## src/rtl/sprite_coll_ram_pkg.sv

```systemverilog
// Shared constants and state type for the sprite collision RAM and its bus interface.
package sys1_coll_pkg;

    localparam int COLL_ADDR_W     = 10;
    localparam int COLL_FIFO_DEPTH = 4;

    // Unused upper bits of CPUDO read back as ones.
    localparam logic [6:0] RAM_RD_PAD = 7'h7F;
    localparam logic [5:0] SUM_RD_PAD = 6'h3F;

    typedef enum logic {
        ST_INIT,
        ST_RUN
    } coll_state_e;

endpackage

```

## src/rtl/sprite_coll_ram_if.sv

```systemverilog
// Renderer collision strobe and Z80 collision-window bus, plus status/debug outputs.
interface sprite_coll_ram_if
    import sys1_coll_pkg::*;
#(
    parameter int ADDR_W = COLL_ADDR_W
);
    // Single-cycle strobes, no handshake: sprcoll counts only when VCLKx4_EN is high,
    // CPUCS_RAM/CPUCS_SUM are one-cycle accesses honoured only while CPURDY is high,
    // and read data appears on CPUDO one cycle after the strobe and holds until the next read.
    logic              VCLKx4_EN;
    logic              sprcoll;
    logic [ADDR_W-1:0] sprcoll_ad;
    logic [ADDR_W-1:0] CPUAD;
    logic              CPUCS_RAM;
    logic              CPUCS_SUM;
    logic              CPUWR;
    logic [7:0]        CPUDO;
    logic              CPURDY;
    logic              collflag;
    logic              ovf;
    coll_state_e       state_dbg;

    modport master (
        output VCLKx4_EN, sprcoll, sprcoll_ad, CPUAD, CPUCS_RAM, CPUCS_SUM, CPUWR,
        input  CPUDO, CPURDY, collflag, ovf, state_dbg
    );

    modport slave (
        input  VCLKx4_EN, sprcoll, sprcoll_ad, CPUAD, CPUCS_RAM, CPUCS_SUM, CPUWR,
        output CPUDO, CPURDY, collflag, ovf, state_dbg
    );

endinterface

```

## src/rtl/sprite_coll_ram_coll_fifo.sv

```systemverilog
// Small synchronous FIFO holding collision sets until the RAM port is free.
module coll_fifo #(
    parameter int W     = 10,
    parameter int DEPTH = 4
) (
    input  logic         clk_i,
    input  logic         rst_ni,
    input  logic         push_i,
    input  logic         pop_i,
    input  logic [W-1:0] din_i,
    output logic [W-1:0] dout_o,
    output logic         full_o,
    output logic         empty_o
);
    localparam int PW = (DEPTH > 1) ? $clog2(DEPTH) : 1;

    logic [PW:0]  wr_q, wr_d, rd_q, rd_d;
    logic [W-1:0] mem_q [DEPTH];
    logic         push_ok, pop_ok;

    // Extra wrap bit on each pointer separates full from empty.
    assign empty_o = (wr_q == rd_q);
    assign full_o  = (wr_q[PW] != rd_q[PW]) && (wr_q[PW-1:0] == rd_q[PW-1:0]);
    assign pop_ok  = pop_i & ~empty_o;
    assign push_ok = push_i & (~full_o | pop_ok);
    assign wr_d    = push_ok ? wr_q + 1'b1 : wr_q;
    assign rd_d    = pop_ok ? rd_q + 1'b1 : rd_q;
    assign dout_o  = mem_q[rd_q[PW-1:0]];

    always_ff @(posedge clk_i or negedge rst_ni) begin
        if (!rst_ni) begin
            wr_q <= '0;
            rd_q <= '0;
        end else begin
            wr_q <= wr_d;
            rd_q <= rd_d;
        end
    end

    always_ff @(posedge clk_i) begin
        if (push_ok) mem_q[wr_q[PW-1:0]] <= din_i;
    end

endmodule

```

## src/rtl/sprite_coll_ram.sv

```systemverilog
// Collision RAM: latches renderer sprite-pair collisions, exposes them to the CPU
// as read / write-to-clear bits plus a summary register.
module sprite_coll_ram
    import sys1_coll_pkg::*;
#(
    parameter int ADDR_W     = COLL_ADDR_W,
    parameter int FIFO_DEPTH = COLL_FIFO_DEPTH
) (
    input  logic             VCLKx8,
    input  logic             RST_N,
    sprite_coll_ram_if.slave bus
);
    localparam int DEPTH = 2 ** ADDR_W;

    coll_state_e       state_q, state_d;
    logic [ADDR_W-1:0] cnt_q, cnt_d;
    logic [7:0]        cpudo_q, cpudo_d;
    logic              collflag_q, collflag_d;
    logic              ovf_q, ovf_d;

    logic              ram_q [DEPTH];
    logic              ram_we, ram_wd;
    logic [ADDR_W-1:0] ram_wa;

    logic              fifo_push, fifo_pop, fifo_full, fifo_empty;
    logic [ADDR_W-1:0] fifo_head;

    assign fifo_push = bus.VCLKx4_EN & bus.sprcoll;

    coll_fifo #(.W(ADDR_W), .DEPTH(FIFO_DEPTH)) u_fifo (
        .clk_i   (VCLKx8),
        .rst_ni  (RST_N),
        .push_i  (fifo_push),
        .pop_i   (fifo_pop),
        .din_i   (bus.sprcoll_ad),
        .dout_o  (fifo_head),
        .full_o  (fifo_full),
        .empty_o (fifo_empty)
    );

    // One RAM operation per cycle: init sweep, then CPU, then FIFO drain.
    always_comb begin
        state_d    = state_q;
        cnt_d      = cnt_q;
        cpudo_d    = cpudo_q;
        collflag_d = collflag_q;
        ovf_d      = ovf_q;
        ram_we     = 1'b0;
        ram_wa     = cnt_q;
        ram_wd     = 1'b0;
        fifo_pop   = 1'b0;
        case (state_q)
            ST_INIT: begin
                ram_we = 1'b1;
                cnt_d  = cnt_q + 1'b1;
                if (&cnt_q) state_d = ST_RUN;
            end
            ST_RUN: begin
                if (bus.CPUCS_RAM) begin
                    if (bus.CPUWR) begin
                        ram_we = 1'b1;
                        ram_wa = bus.CPUAD;
                    end else begin
                        cpudo_d = {RAM_RD_PAD, ram_q[bus.CPUAD]};
                    end
                end else if (bus.CPUCS_SUM) begin
                    if (bus.CPUWR) begin
                        collflag_d = 1'b0;
                        ovf_d      = 1'b0;
                    end else begin
                        cpudo_d = {SUM_RD_PAD, ovf_q, collflag_q};
                    end
                end else if (!fifo_empty) begin
                    fifo_pop   = 1'b1;
                    ram_we     = 1'b1;
                    ram_wa     = fifo_head;
                    ram_wd     = 1'b1;
                    collflag_d = 1'b1;
                end
            end
            default: state_d = ST_INIT;
        endcase
        // A drop in the same cycle as a summary clear is the later event and survives it.
        if (fifo_push && fifo_full && !fifo_pop) ovf_d = 1'b1;
    end

    always_ff @(posedge VCLKx8 or negedge RST_N) begin
        if (!RST_N) begin
            state_q    <= ST_INIT;
            cnt_q      <= '0;
            cpudo_q    <= 8'hFF;
            collflag_q <= 1'b0;
            ovf_q      <= 1'b0;
        end else begin
            state_q    <= state_d;
            cnt_q      <= cnt_d;
            cpudo_q    <= cpudo_d;
            collflag_q <= collflag_d;
            ovf_q      <= ovf_d;
        end
    end

    always_ff @(posedge VCLKx8) begin
        if (ram_we) ram_q[ram_wa] <= ram_wd;
    end

    assign bus.CPUDO     = cpudo_q;
    assign bus.CPURDY    = (state_q == ST_RUN);
    assign bus.collflag  = collflag_q;
    assign bus.ovf       = ovf_q;
    assign bus.state_dbg = state_q;

endmodule
```

## src/flat_wrapper.sv

```systemverilog
// flat-port wrapper written by rule: the top's interface ports become plain ports
module sprite_coll_ram_flat import sys1_coll_pkg::*;
#(
    parameter int ADDR_W     = COLL_ADDR_W,
    parameter int FIFO_DEPTH = COLL_FIFO_DEPTH
)
  (VCLKx8, RST_N, bus_VCLKx4_EN, bus_sprcoll, bus_sprcoll_ad, bus_CPUAD, bus_CPUCS_RAM, bus_CPUCS_SUM, bus_CPUWR, bus_CPUDO, bus_CPURDY, bus_collflag, bus_ovf, bus_state_dbg);
  sprite_coll_ram_if #(.ADDR_W(ADDR_W)) bus_i ();
  input  logic VCLKx8;
  input  logic RST_N;
  input wire logic [$bits(bus_i.VCLKx4_EN)-1:0] bus_VCLKx4_EN;
  input wire logic [$bits(bus_i.sprcoll)-1:0] bus_sprcoll;
  input wire logic [$bits(bus_i.sprcoll_ad)-1:0] bus_sprcoll_ad;
  input wire logic [$bits(bus_i.CPUAD)-1:0] bus_CPUAD;
  input wire logic [$bits(bus_i.CPUCS_RAM)-1:0] bus_CPUCS_RAM;
  input wire logic [$bits(bus_i.CPUCS_SUM)-1:0] bus_CPUCS_SUM;
  input wire logic [$bits(bus_i.CPUWR)-1:0] bus_CPUWR;
  output wire logic [$bits(bus_i.CPUDO)-1:0] bus_CPUDO;
  output wire logic [$bits(bus_i.CPURDY)-1:0] bus_CPURDY;
  output wire logic [$bits(bus_i.collflag)-1:0] bus_collflag;
  output wire logic [$bits(bus_i.ovf)-1:0] bus_ovf;
  output wire logic [$bits(bus_i.state_dbg)-1:0] bus_state_dbg;
  assign bus_i.VCLKx4_EN = bus_VCLKx4_EN;
  assign bus_i.sprcoll = bus_sprcoll;
  assign bus_i.sprcoll_ad = bus_sprcoll_ad;
  assign bus_i.CPUAD = bus_CPUAD;
  assign bus_i.CPUCS_RAM = bus_CPUCS_RAM;
  assign bus_i.CPUCS_SUM = bus_CPUCS_SUM;
  assign bus_i.CPUWR = bus_CPUWR;
  assign bus_CPUDO = bus_i.CPUDO;
  assign bus_CPURDY = bus_i.CPURDY;
  assign bus_collflag = bus_i.collflag;
  assign bus_ovf = bus_i.ovf;
  assign bus_state_dbg = bus_i.state_dbg;
  sprite_coll_ram #(.ADDR_W(ADDR_W), .FIFO_DEPTH(FIFO_DEPTH)) u_core (.VCLKx8(VCLKx8), .RST_N(RST_N), .bus(bus_i));
endmodule
```

## config.mk

```make
export PLATFORM = sky130hd
export DESIGN_NAME = sprite_coll_ram_flat
export DESIGN_NICKNAME = d
export VERILOG_FILES = /design/src/rtl/sprite_coll_ram_pkg.sv /design/src/rtl/sprite_coll_ram_if.sv /design/src/rtl/sprite_coll_ram_coll_fifo.sv /design/src/rtl/sprite_coll_ram.sv /design/src/flat_wrapper.sv
export SDC_FILE = /design/constraint.sdc
export NUM_CORES = 2
export LEC_CHECK = 0
export CORE_MARGIN = 3
export CORE_UTILIZATION = 40
export CTS_CLUSTER_SIZE = 40
export DETAILED_ROUTE_END_ITERATION = 12
export PLACE_DENSITY = 0.61
export SYNTH_ARGS = -nofsm -noshare
export SYNTH_HDL_FRONTEND = slang
export SYNTH_SLANG_ARGS = --single-unit
```

## constraint.sdc

```tcl
create_clock -name VCLKx8 -period 72.1 [get_ports VCLKx8]
set_input_delay 14.42 -clock VCLKx8 [delete_from_list [all_inputs] [get_ports VCLKx8]]
set_output_delay 14.42 -clock VCLKx8 [all_outputs]
set_load 0.03 [all_outputs]
```

Yosys cells after proc, flatten, opt, wreduce, memory -nomap -nowiden
Memory sizes are Yosys's and may differ from the RTL's.
Index checks and enable logic that the tools add are counted.
{"block": "totals", "in_bits": 27, "out_inout_bits": 12, "ramBits": 1064, "memories": 2, "wordCells": 68, "regBits": 27}
{"block": "classes", "n_reduce_logical": 12, "muxes": 29, "addsub": 3, "bitwise_logic": 9, "eq_ne": 6}
{"memory": "u_core.ram_q", "words": 1024, "word_bits": 1, "read_ports": 1, "rd_clocked_by_memory_dff": 0, "wr": 1, "line": "sprite_coll_ram.sv:21", "source": "logic ram_q [DEPTH];"}
{"memory": "u_core.u_fifo.mem_q", "words": 4, "word_bits": 10, "read_ports": 1, "rd_clocked_by_memory_dff": 0, "wr": 1, "line": "sprite_coll_ram_coll_fifo.sv:18", "source": "logic [W-1:0] mem_q [DEPTH];"}
{"op": "$mux 10", "count": 5}
{"op": "$mux 8", "count": 4}
{"op": "$mux 1", "count": 19}
{"op": "$add 10x1->10 const B", "count": 1}
{"op": "$reduce_and 10->1", "count": 1}
{"op": "$reduce_and 4->1", "count": 2}
{"op": "$reduce_bool 2->1", "count": 4}
{"op": "$add 3x1->3 const B", "count": 2}
{"op": "$not 1->1", "count": 5}
{"op": "$ne 2x1->1 const B", "count": 2}
{"op": "$and 1x1->1", "count": 3}
{"op": "$eq 3x3->1", "count": 1}
{"op": "$logic_and 1x1->1", "count": 3}
{"op": "$reduce_and 3->1", "count": 1}
{"op": "$eq 2x2->1", "count": 1}
{"op": "$ne 2x2->1 const B", "count": 1}
{"op": "$pmux 1 s2", "count": 1}
{"op": "$logic_not 1->1", "count": 1}
{"op": "$ne 1x1->1", "count": 1}
{"op": "$or 1x1->1", "count": 1}

Longest topological paths before layout
{"block": "depth", "ltp_word": 10, "ltp_mapped": 14, "ltp_nobuf": 9}

Modules after synthesis
Synthesis repeated with hierarchy kept, for this count alone.
{"block": "unflattened", "hier_cells": 3380, "hier_area_um2": 47659.5}
{"module": "sprite_coll_ram", "instances": 1, "cells_each": 3279, "seq_area_each_um2": 31127.4, "area_per_inst_um2": 45766.4}
{"module": "coll_fifo", "instances": 1, "cells_each": 101, "seq_area_each_um2": 1351.3, "area_per_inst_um2": 1893.1}

Worst setup path after synthesis
OpenSTA, ideal clock, no wires.
{"block": "synth_path", "path_kind": "input-to-reg", "start": "input bus_CPUCS_SUM", "end": "memory u_core.ram_q[0], data pin", "path_slack_ns": 28.540, "setup_ns": 4.986, "t_required_ns": 67.114, "cell_stages": 4, "t_arrival_ns": 38.574, "path_buffers": 1, "path_cell_list": "clkbuf_1 a31oi_1 nand2_1 nor2_1"}
{"block": "synth_via", "elab_chain_cells": 3}
{"element": "start, declared", "line": "flat_wrapper.sv:16", "source": "input wire logic [$bits(bus_i.CPUCS_SUM)-1:0] bus_CPUCS_SUM;"}
{"element": "$mux 1 (3 in a row)"}
{"element": "named net u_core.fifo_pop", "line": "sprite_coll_ram.sv:25", "source": "logic fifo_push, fifo_pop, fifo_full, fifo_empty;"}
{"element": "end, declared", "line": "sprite_coll_ram.sv:21"}
The timed path passes the listed nets, and every way through them passes these cells.

Worst setup path after layout
{"block": "layout_path", "start": "input bus_CPUCS_SUM", "end": "memory u_core.ram_q[375], data pin"}
Same word-level chain as after synthesis.

==> metrics.txt <==
status=finished with violations; failing checks=capacitance limit; clk buf depth=3; Layout Skew=0.0198 ns; number of synthesized flops with an enable pin=1,064; floorplan die width=353 microns; Worst-Margin Slew=1.46 ns; first-pass GRT wire length=189 mm; Placement Rows=126; CTS Buf Count=111; number of synthesized register bits=1,085; sequential area share after synthesis=67.5%; Critical Path AT=19.57 ns; Reg clk slew, reported paths=0.06 ns; Top Usage Layer GRT=met2; Top delay family on crit path=buffers and inverters; Setup-failing EPs final=0; Worst setup SP type=input pin; Final Hold Fails=0; min-delay src=u_core.u_fifo.wr_q[2]; post-cts resize count=0; CP max FO=265; Post-synth top flop=edfxtp_1; layout cell share with drive strength beyond 1=14.0%; # fillers=10,600; max_cap viols=1; kind of end point of the critical path=register; post-synth cell types=80; worst r2r dst=u_core.ram_q[375]; top cell type's share of synthesized area=66.4%; synthesized area=0.0481 sq mm; TritonCTS Sinks=1,085; Net Sw Power=272 uW; Async SR Flop Fraction=1.94%; FMAX=52.0 MHz; slowest stage cell, crit path=buf_4; die height=353 microns; total gr overflow=0; Setup Buffers After CTS=0; slew margin rel.=1.90%; fraction of power consumed by the clock network=43.2%; Final min period=19.24 ns; RSZ-0062 raised after global routing=false; Area contributors post-synth=edfxtp_1 (66%), mux4_2 (8.7%), nor2_1 (8.6%); htree depth=3; vias in the first global route=27,900; die area=0.124 sq mm; Avg Inst Size Synth=14.1 sq um; vias per std cell=5.78; post-synth top area cell=edfxtp_1; Core Area=0.119 sq mm; met2 Track Usage GR=32.9%; R2R Path Start=u_core.u_fifo.rd_q[0]; hold worst-path end=u_core.u_fifo.wr_q[2]; Leak Pwr=0.0134 uW; kind of critical path=in -> reg; Top-Level Pins=39; final setup TNS=0 ns; hold_buf cts=0; CTS tree=built; CP cell instances=clkdlybuf4s50_1 -> a31oi_1 -> nand2_1 -> nor2_4 -> buf_12 -> buf_12 -> buf_4 -> buf_4; gpl congestion=0.775; Iter 0 DRT Violations=3,752; worst path bufs/invs=5; Worst Hold Margin=0.494 ns; hold path depth=1; Nets=3,330; largest net degree at the start of global routing=275; DR WL/cell=26.3 microns; met1 Use GR=28.3%; First-pass DRT Iterations=5; Mapped Cells=3,402; Switching Fraction=21.1%; met3 usage=4.31%; maximum VDD drop=0.0000257 V; internal power=1020 uW; Hold Path Class=reg -> reg; final period utilization=26.7%; Ys Warns=0; register share of total power=53.2%; CTS root buf=clkbuf_16; P per Cell Area=24.5 mW/mm^2; drc violations=0; Clock Latency Late Sink=0.68 ns; Reg2Reg Setup Slack=65.97 ns; crit-path max cell delay=0.87 ns; Reg2Reg Depth=8; Post-Route WL=131 mm; count of buffers from port buffering=32; Antenna diodes=0; Tot GR Track Use=20.6%; number of vias in the routed layout=28,800; combinational fraction of design power=3.6%; initial antenna violation count=2; Final ANT Viol Nets=0; Starting Density=40.5%; HPWL Detailed=67.4 mm; P&R area growth vs syn=9.77%; Pins Over Slew Limit=0; Critical Path RT=72.43 ns
==> sequential cells by signal (all words and copies together) (netlist names) <==
name	cells
u_core.ram_q	1024
u_core.u_fifo.mem_q	40
u_core.cnt_q	10
u_core.u_fifo.rd_q	3
u_core.u_fifo.wr_q	3
u_core.bus.CPUDO	2
u_core.bus.CPURDY	1
u_core.bus.collflag	1
u_core.bus.ovf	1
==> placed cells by master, fill, tap and decap left out, types with 11 or more instances in the layout <==
cell	netlist	layout
a211oi_1	12	12
a21oi_1	37	37
a22oi_1	21	21
buf_4	22	65
clkbuf_1	161	16
clkbuf_16	0	112
clkdlybuf4s50_1	0	26
clkinv_1	1	29
clkinv_2	0	23
dfrtp_1	19	19
edfxtp_1	1064	1064
inv_1	12	11
mux2i_1	143	143
mux4_1	25	25
mux4_2	185	185
nand2_1	106	105
nand2b_1	14	13
nand3_1	55	29
nand3_2	0	26
nor2_1	1102	1101
nor2b_1	16	16
nor3_1	11	11
o21ai_0	25	25
o221ai_1	44	44
o22ai_1	35	35
xnor2_1	14	14
==> cell families (layout without fill, tap and decap cells) <==
family	count (synthesis)	count (layout)	synth area share [%]
and+or+nand+nor	1357	1357	11.3
buffers and inverters	336	313	3.88
xor gates and xnor gates	16	16	0.291
other	1	6	0.00780
DFF	1085	1085	67.5
muxes	358	358	13.1
AOI/OAI and AO/OA	243	243	3.74
adders and majority gates	6	6	0.156
==> worst max-delay path by stage <==
stage             startpoint                  end  slack (ns)  depth (start not counted)
5_1_grt        bus_CPUCS_SUM    u_core.ram_q[374]       52.55                          8
6_report       bus_CPUCS_SUM    u_core.ram_q[375]       52.86                          8
3_5_place_dp   bus_CPUCS_SUM    u_core.ram_q[196]       52.38                          8
4_1_cts        bus_CPUCS_SUM     u_core.ram_q[98]       53.10                          8
3_3_place_gp    bus_CPUAD[1]  u_core.bus.CPUDO[0]       52.44                         11
2_1_floorplan  bus_CPUCS_SUM      u_core.ram_q[0]       28.54                          4
==> layer usage <==
metal / up-vias / wire length (microns) / part of all wire, %
met1: 15000 / 53100 / 41
met3: 243 / 11600 / 8.9
met4: 2 / 4390 / 3.4
li1: 12300 / - / -
met5: - / 13 / 0.0099
met2: 1252 / 61800 / 47
==> layout make-up <==
class / instances / area (sq um) / share of cell area (%)
clock buffers: 128 / 2860 / 5.42
inverters: 14 / 53.8 / 0.102
clock inverters: 72 / 617 / 1.17
multi-input cells: 1986 / 13900 / 26.3
well taps: 1600 / 2000 / 3.79
flip-flops and latches: 1085 / 32500 / 61.5
repair buffers: 99 / 868 / 1.64
==> power by group through the flow <==
stage | combinational [uW] | sequential (uW) | clock [uW]
final | 46.7 | 687 | 558
after floorplan | 33.0 | 701 | 0
after CTS | 46.9 | 687 | 566
after detailed placement | 46.8 | 701 | 0
after global routing | 49.6 | 687 | 592
after global placement | 46.7 | 701 | 0
==> per-stage QoR <==
step	setup slack [ns]	utilization [%]	power (uW)	std cells	area (sq um)
after floorplan	28.54	-	734	3407	48100
after global placement	52.44	41.5	747	4784	49300
after detailed placement	52.38	41.5	748	4784	49300
after CTS	53.10	44.5	1300	4984	52800
after global routing	52.55	44.5	1330	4984	52800
final	52.86	44.5	1290	4984	52800
==> cell usage after synthesis, types with 10 or more instances <==
cell type,n
o221ai_1,44
buf_1,20
nand3_1,55
dfrtp_1,19
o22ai_1,35
edfxtp_1,1064
a21oi_1,37
nor3_1,11
buf_4,22
nor2b_1,16
inv_1,12
mux2i_1,143
buf_6,28
o21ai_0,25
xnor2_1,14
mux4_1,25
a211oi_1,12
buf_2,74
clkbuf_1,161
nand2b_1,14
a22oi_1,21
nor2_1,1102
nand2_1,106
mux4_2,185
a31oi_1,10
(Power assumes the default switching activity.)
